<file path="src/rtl/present_pkg.sv">
// Shared widths and state encoding for the PRESENT decipher front end.
// No ports; imported by present_dec_loader and nibble_shift_reg.
package present_pkg;

  localparam int NIBBLE_W      = 4;
  localparam int BLOCK_W       = 16;
  localparam int KEY_W         = 20;
  localparam int BLOCK_NIBBLES = 4;
  localparam int KEY_NIBBLES   = 5;

  typedef enum logic [1:0] {
    LOAD   = 2'd0,
    SETTLE = 2'd1,
    HOLD   = 2'd2
  } state_t;

endpackage

</file>
<file path="src/rtl/nibble_shift_reg.sv">
// Nibble-wide shift register, MSB-first: each enabled edge moves the contents
// up by one nibble and inserts the new nibble at the bottom.
// Ports:
//   clk, rst_n  clock, async active-low reset (clears contents)
//   shift_en    shift in nibble this edge
//   nibble      incoming nibble
//   q           current register contents
module nibble_shift_reg
  import present_pkg::*;
#(
  parameter int WIDTH = 16
) (
  input  logic                clk,
  input  logic                rst_n,
  input  logic                shift_en,
  input  logic [NIBBLE_W-1:0] nibble,
  output logic [WIDTH-1:0]    q
);

  always_ff @(posedge clk or negedge rst_n) begin
    if (!rst_n) begin
      q <= '0;
    end else if (shift_en) begin
      q <= {q[WIDTH-NIBBLE_W-1:0], nibble};
    end
  end

endmodule

</file>
<file path="src/rtl/present_dec_loader.sv">
// Sequential front end for a combinational PRESENT decipher: assembles the
// key and ciphertext from nibble streams, holds them on the decipher inputs,
// waits SETTLE_CYCLES, then captures the plaintext for a valid/ready consumer.
//
// state  | meaning
// LOAD   | accepting key / ciphertext nibbles
// SETTLE | decipher inputs frozen, counting down the settle window
// HOLD   | plaintext captured, waiting for out_ready
//
// Ports:
//   clk, rst_n                       clock, async active-low reset
//   in_valid/in_ready/in_is_key/in_nibble  nibble input stream
//   dec_key, dec_ctext               to decipher datapath
//   dec_ptext                        from decipher datapath
//   out_valid/out_ready/out_ptext    result handshake
//   key_valid                        a full key is loaded
module present_dec_loader
  import present_pkg::*;
#(
  parameter int SETTLE_CYCLES = 2
) (
  input  logic                clk,
  input  logic                rst_n,
  input  logic                in_valid,
  output logic                in_ready,
  input  logic                in_is_key,
  input  logic [NIBBLE_W-1:0] in_nibble,
  output logic [KEY_W-1:0]    dec_key,
  output logic [BLOCK_W-1:0]  dec_ctext,
  input  logic [BLOCK_W-1:0]  dec_ptext,
  output logic                out_valid,
  input  logic                out_ready,
  output logic [BLOCK_W-1:0]  out_ptext,
  output logic                key_valid
);

  localparam int CNT_W = $clog2(SETTLE_CYCLES + 1);

  state_t           state;
  logic [2:0]       key_cnt;
  logic [2:0]       ct_cnt;
  logic [CNT_W-1:0] settle_cnt;
  logic             accept;
  logic             key_shift;
  logic             ct_shift;

  // Handshake outputs depend on registered state only.
  assign in_ready  = (state == LOAD);
  assign out_valid = (state == HOLD);

  assign accept    = in_valid & in_ready;
  assign key_shift = accept & in_is_key;
  // Ciphertext without a loaded key is accepted but dropped.
  assign ct_shift  = accept & ~in_is_key & key_valid;

  nibble_shift_reg #(.WIDTH(KEY_W)) u_key_sr (
    .clk      (clk),
    .rst_n    (rst_n),
    .shift_en (key_shift),
    .nibble   (in_nibble),
    .q        (dec_key)
  );

  nibble_shift_reg #(.WIDTH(BLOCK_W)) u_ctext_sr (
    .clk      (clk),
    .rst_n    (rst_n),
    .shift_en (ct_shift),
    .nibble   (in_nibble),
    .q        (dec_ctext)
  );

  always_ff @(posedge clk or negedge rst_n) begin
    if (!rst_n) begin
      state      <= LOAD;
      key_cnt    <= '0;
      ct_cnt     <= '0;
      settle_cnt <= '0;
      key_valid  <= 1'b0;
      out_ptext  <= '0;
    end else begin
      case (state)
        LOAD: begin
          if (key_shift) begin
            // A key nibble abandons any partially loaded block.
            ct_cnt <= '0;
            if (key_cnt == 3'd0) key_valid <= 1'b0;
            if (key_cnt == 3'(KEY_NIBBLES - 1)) begin
              key_cnt   <= '0;
              key_valid <= 1'b1;
            end else begin
              key_cnt <= key_cnt + 3'd1;
            end
          end else if (ct_shift) begin
            if (ct_cnt == 3'(BLOCK_NIBBLES - 1)) begin
              ct_cnt     <= '0;
              settle_cnt <= CNT_W'(SETTLE_CYCLES - 1);
              state      <= SETTLE;
            end else begin
              ct_cnt <= ct_cnt + 3'd1;
            end
          end
        end
        SETTLE: begin
          if (settle_cnt == '0) begin
            out_ptext <= dec_ptext;
            state     <= HOLD;
          end else begin
            settle_cnt <= settle_cnt - CNT_W'(1);
          end
        end
        HOLD: begin
          if (out_ready) state <= LOAD;
        end
        default: state <= LOAD;
      endcase
    end
  end

endmodule

</file>
<file path="config.mk">
export PLATFORM = sky130hd
export DESIGN_NAME = present_dec_loader
export DESIGN_NICKNAME = d
export VERILOG_FILES = /design/src/rtl/present_pkg.sv /design/src/rtl/nibble_shift_reg.sv /design/src/rtl/present_dec_loader.sv
export SDC_FILE = /design/constraint.sdc
export NUM_CORES = 1
export LEC_CHECK = 0
export ABC_AREA = 1
export BUFFER_PORTS_ARGS = -buffer_cell sky130_fd_sc_hd__buf_2
export CAP_MARGIN = 20
export CORE_ASPECT_RATIO = 0.6
export CORE_MARGIN = 2
export CORE_UTILIZATION = 55
export DETAILED_ROUTE_END_ITERATION = 16
export HOLD_SLACK_MARGIN = 0.12
export PLACE_DENSITY = 0.92
export SLEW_MARGIN = 20
export SYNTH_ARGS = -nofsm -noshare
export SYNTH_HDL_FRONTEND = slang
export SYNTH_SLANG_ARGS = --single-unit
export TNS_END_PERCENT = 10
</file>
<file path="constraint.sdc">
create_clock -name clk -period 2.3 [get_ports clk]
set_clock_uncertainty 0.1 [all_clocks]
set_input_delay 0.575 -clock clk [delete_from_list [all_inputs] [get_ports clk]]
set_output_delay 0.575 -clock clk [all_outputs]
set_load 0.02 [all_outputs]
</file>
==> impl_metrics.xml <==
<?xml version="1.0" encoding="UTF-8"?>
<metrics>
  <group name="synth">
    <metric name="yosysTopAreaCell" unit="">dfrtp_1</metric>
    <metric name="mapped_cells" unit="">291</metric>
    <metric name="yosys-top-cells-count" unit="">nand2_1 (137), dfrtp_1 (63), nand3_1 (23), inv_1 (18), o21ai_0 (8)</metric>
    <metric name="synth_largest_type_area_fraction" unit="%">58.7</metric>
    <metric name="synthesis.area" unit="sq um">2680</metric>
    <metric name="postSynth.asyncResetShare" unit="%">100</metric>
    <metric name="main_synth_ff_type" unit="">dfrtp_1</metric>
    <metric name="synth_sequential_area_ratio" unit="%">58.7</metric>
    <metric name="synth_fp_nets" unit="">320</metric>
    <metric name="synthesis.yosys.warnings" unit="">0</metric>
    <metric name="synth_seq_cells" unit="">63</metric>
    <metric name="synth_cell_type_count" unit="">21</metric>
    <metric name="synth.top_cells.by_area" unit="">dfrtp_1 (59%), nand2_1 (19%), nand3_1 (4.3%), inv_1 (2.5%), o21ai_2 (2.3%)</metric>
    <metric name="synth_most_common_cell" unit="">nand2_1</metric>
    <metric name="syn_avg_cell_area" unit="sq um">9.22</metric>
    <metric name="synth_enable_flop_cells" unit="">0</metric>
  </group>
  <group name="die">
    <metric name="core_area" unit="sq um">4640</metric>
    <metric name="design.portCount" unit="">80</metric>
    <metric name="fp-row-count" unit="">19</metric>
    <metric name="fp.dieW" unit="um">94.2</metric>
    <metric name="fp.dieH" unit="um">58.1</metric>
    <metric name="die_area" unit="sq um">5470</metric>
    <metric name="floorplan.initialDensity" unit="%">57.9</metric>
  </group>
  <group name="sta">
    <metric name="timing_worst_slew_pin_value" unit="ns">0.629</metric>
    <metric name="tns" unit="ns">0</metric>
    <metric name="fmax" unit="MHz">529</metric>
    <metric name="final_setup_violation_count" unit="">0</metric>
    <metric name="number_of_hold_slack_violations_in_the_final_timing_report" unit="">0</metric>
    <metric name="period_needed" unit="ns">1.89</metric>
    <metric name="setup_repair_after_global_routing_missed_its_margin" unit="">false</metric>
    <metric name="drv_slew" unit="">0</metric>
    <metric name="max-slew-margin-rel" unit="%">58.1</metric>
    <metric name="timing.final.crit_share" unit="%">82.2</metric>
  </group>
  <group name="worst_setup_path">
    <metric name="crit_buf_inv" unit="">2</metric>
    <metric name="regToRegEndpoint" unit="">u_key_sr.q[8]$_DFFE_PN0N_</metric>
    <metric name="critPathKind" unit="">reg2out</metric>
    <metric name="critical_path.startpoint_type" unit="">register</metric>
    <metric name="required" unit="ns">1.62</metric>
    <metric name="critical_path_arrival" unit="ns">1.22</metric>
    <metric name="endpoint_kind" unit="">output pin</metric>
    <metric name="crit_path_cell_trace" unit="">inv_1 -&gt; nor2_1 -&gt; buf_2</metric>
    <metric name="worst-r2r-setup-slack" unit="ns">0.58</metric>
    <metric name="path_max_fanout" unit="">4</metric>
    <metric name="critPathTopFamily" unit="">flip-flops</metric>
    <metric name="timing.reg2reg.worst_path_depth" unit="">6</metric>
    <metric name="cpMaxStageDelayCell" unit="">dfrtp_1</metric>
    <metric name="r2r-start" unit="">state[0]$_DFFE_PN0P_</metric>
    <metric name="slowest_stage_delay_on_critical_path" unit="ns">0.49</metric>
  </group>
  <group name="global_routing">
    <metric name="grt_pass1_vias" unit="">1988</metric>
    <metric name="wire_length_of_the_first_global_routing_pass" unit="um">9170</metric>
    <metric name="antenna_found_initial" unit="">0</metric>
    <metric name="grt_util_all_layers" unit="%">22.5</metric>
    <metric name="grt_max_degree" unit="">28</metric>
    <metric name="grt_overflow_total" unit="">0</metric>
  </group>
  <group name="clock_tree">
    <metric name="cts_hold_buf" unit="">0</metric>
    <metric name="tritoncts_num_sinks" unit="">63</metric>
    <metric name="clk_pin_slew_worst_paths" unit="ns">0.06</metric>
    <metric name="cts_root_buffer" unit="">clkbuf_8</metric>
    <metric name="cts_tree" unit="">done</metric>
    <metric name="cts.path.max_buffers" unit="">2</metric>
    <metric name="clock_insertion_delay_worst_skew" unit="ns">0.33</metric>
    <metric name="cts-resized-gates" unit="">0</metric>
    <metric name="cts_post_setup_buffers_inserted" unit="">0</metric>
    <metric name="h_tree_depth" unit="">3</metric>
    <metric name="tritoncts.num_buffers" unit="">9</metric>
  </group>
  <group name="finish">
    <metric name="fillCellCount" unit="">372</metric>
    <metric name="antenna_diode_count" unit="">0</metric>
    <metric name="fin_area" unit="sq um">3280</metric>
    <metric name="post_synthesis_to_final_layout_area_growth" unit="%">22.1</metric>
    <metric name="drive_above_1_share" unit="%">30.0</metric>
    <metric name="number_of_nets_in_the_final_layout" unit="">402</metric>
  </group>
  <group name="place">
    <metric name="globalplace.congestion" unit="">0.734</metric>
    <metric name="placedInstanceArea" unit="sq um">3100</metric>
    <metric name="dpl.hpwl" unit="um">3990</metric>
    <metric name="buffer_ports.inserted" unit="">79</metric>
  </group>
  <group name="detailed_routing">
    <metric name="drc" unit="">0</metric>
    <metric name="vias_per_cell" unit="">4.90</metric>
    <metric name="detail_route.wl_per_cell" unit="um">12.5</metric>
    <metric name="via_count" unit="">2154</metric>
    <metric name="antenna_violating_nets_post_route" unit="">0</metric>
    <metric name="drt_wl_total" unit="um">5490</metric>
    <metric name="drtIter0Drc" unit="">104</metric>
    <metric name="detail_route.first_pass.iterations" unit="">4</metric>
  </group>
  <group name="power">
    <metric name="power_density" unit="nW/um^2">949</metric>
    <metric name="p_leak" unit="nW">1.84</metric>
    <metric name="max-vdd-ir-drop" unit="V">0.000492</metric>
  </group>
  <group name="outcome">
    <metric name="outcome" unit="">finished clean</metric>
  </group>
  <group name="worst_hold_path">
    <metric name="hp-class" unit="">in2async</metric>
  </group>
  <group name="flow_run">
    <metric name="cap_viol_max_count" unit="">0</metric>
  </group>
</metrics>
==> layer usage <==
layer	up-vias	wire [um]	GRT usage (%)	part of all wire, %
li1	1070	-	-	-
met4	0	45	9.94	0.82
met1	1010	2430	28.0	44
met5	-	0	0	0
met3	4	358	8.06	6.5
met2	70	2650	35.9	48
==> placed cells by master (no fill, tap or decap) <==
| cell | count |
|---|---|
| clkinvlp_4 | 1 |
| buf_4 | 2 |
| buf_2 | 79 |
| nand4_1 | 2 |
| nand3_2 | 2 |
| bufinv_16 | 1 |
| nor2_1 | 4 |
| nand3_1 | 23 |
| clkbuf_8 | 9 |
| ha_1 | 4 |
| nand2_4 | 2 |
| o31ai_1 | 1 |
| clkinv_2 | 2 |
| nor2_4 | 2 |
| o21ai_2 | 7 |
| nand2_1 | 137 |
| inv_4 | 1 |
| a21oi_1 | 2 |
| inv_1 | 18 |
| dfrtp_1 | 63 |
| o21ai_0 | 8 |
| inv_2 | 2 |
| clkbuf_1 | 2 |
| buf_12 | 1 |
| nor2_8 | 2 |
==> stage by stage <==
step                hold WS, ns  std cells  worst slack, ns  util [%]  power, mW
floorplan                 0.179        291            0.716         -       1.96
global placement          0.350        425            0.422      66.8       2.21
detailed placement        0.354        425            0.383      66.8       2.25
CTS                       0.153        440            0.385      70.7       3.15
global route              0.177        440            0.350      70.7       3.29
finish                    0.155        440            0.408      70.7       3.11
==> registers in the layout, summed over array words and instances, names as in the netlist <==
| signal | flops |
|---|---|
| u_key_sr.q | 20 |
| key_cnt | 3 |
| ct_cnt | 3 |
| state | 2 |
| out_ptext | 16 |
| settle_cnt | 2 |
| u_ctext_sr.q | 16 |
| key_valid | 1 |
==> worst reg2reg max path: stages (launching register included) <==
cell and delay [ns]:
dfrtp_1 0.48, nor2_4 0.21, nand2_4 0.11, nor2_8 0.32, inv_4 0.21, nand2_1 0.12, nand2_1 0.07
==> where the power goes <==
part | total, mW | internal (mW) | switching (mW)
sequential | 1.45 | 1.31 | 0.145
clock | 0.887 | 0.491 | 0.396
combinational | 0.768 | 0.259 | 0.510
==> cell type report <==
cell class	count	area (sq um)	area share, %
inverters	21	81.3	2.48
multi-input cells	196	931	28.4
clock inverters	4	47.5	1.45
flip-flops and latches	63	1580	48.1
clock buffers	11	131	4.01
well taps	63	78.8	2.41
repair buffers	82	430	13.1
==> logic make-up (layout without fill, tap and decap cells) <==
kind of cell / after synthesis / count (layout) / share of synthesized area, %
adder cells (fa/ha/maj): 4 / 4 / 1.86
AO/OA/AOI/OAI: 18 / 18 / 4.43
buffers and inverters: 32 / 118 / 6.57
AND/OR/NAND/NOR: 174 / 174 / 28.4
flip-flops: 63 / 63 / 58.7
==> worst max-delay path by stage <==
stage                     depth (start not counted)  slack, ns                      endpoint                 start
after global routing                              2       0.35                      in_ready  state[0]$_DFFE_PN0P_
after detailed placement                          7       0.38  u_ctext_sr.q[15]$_DFFE_PN0P_             in_is_key
after global placement                            7       0.42   u_ctext_sr.q[2]$_DFFE_PN0P_             in_is_key
final                                             3       0.41                     out_valid  state[1]$_DFFE_PN0P_
after CTS                                         2       0.39                      in_ready  state[0]$_DFFE_PN0P_
after floorplan                                   7       0.72   u_ctext_sr.q[2]$_DFFE_PN0P_             in_is_key
Power figures use the tool's default switching activity.
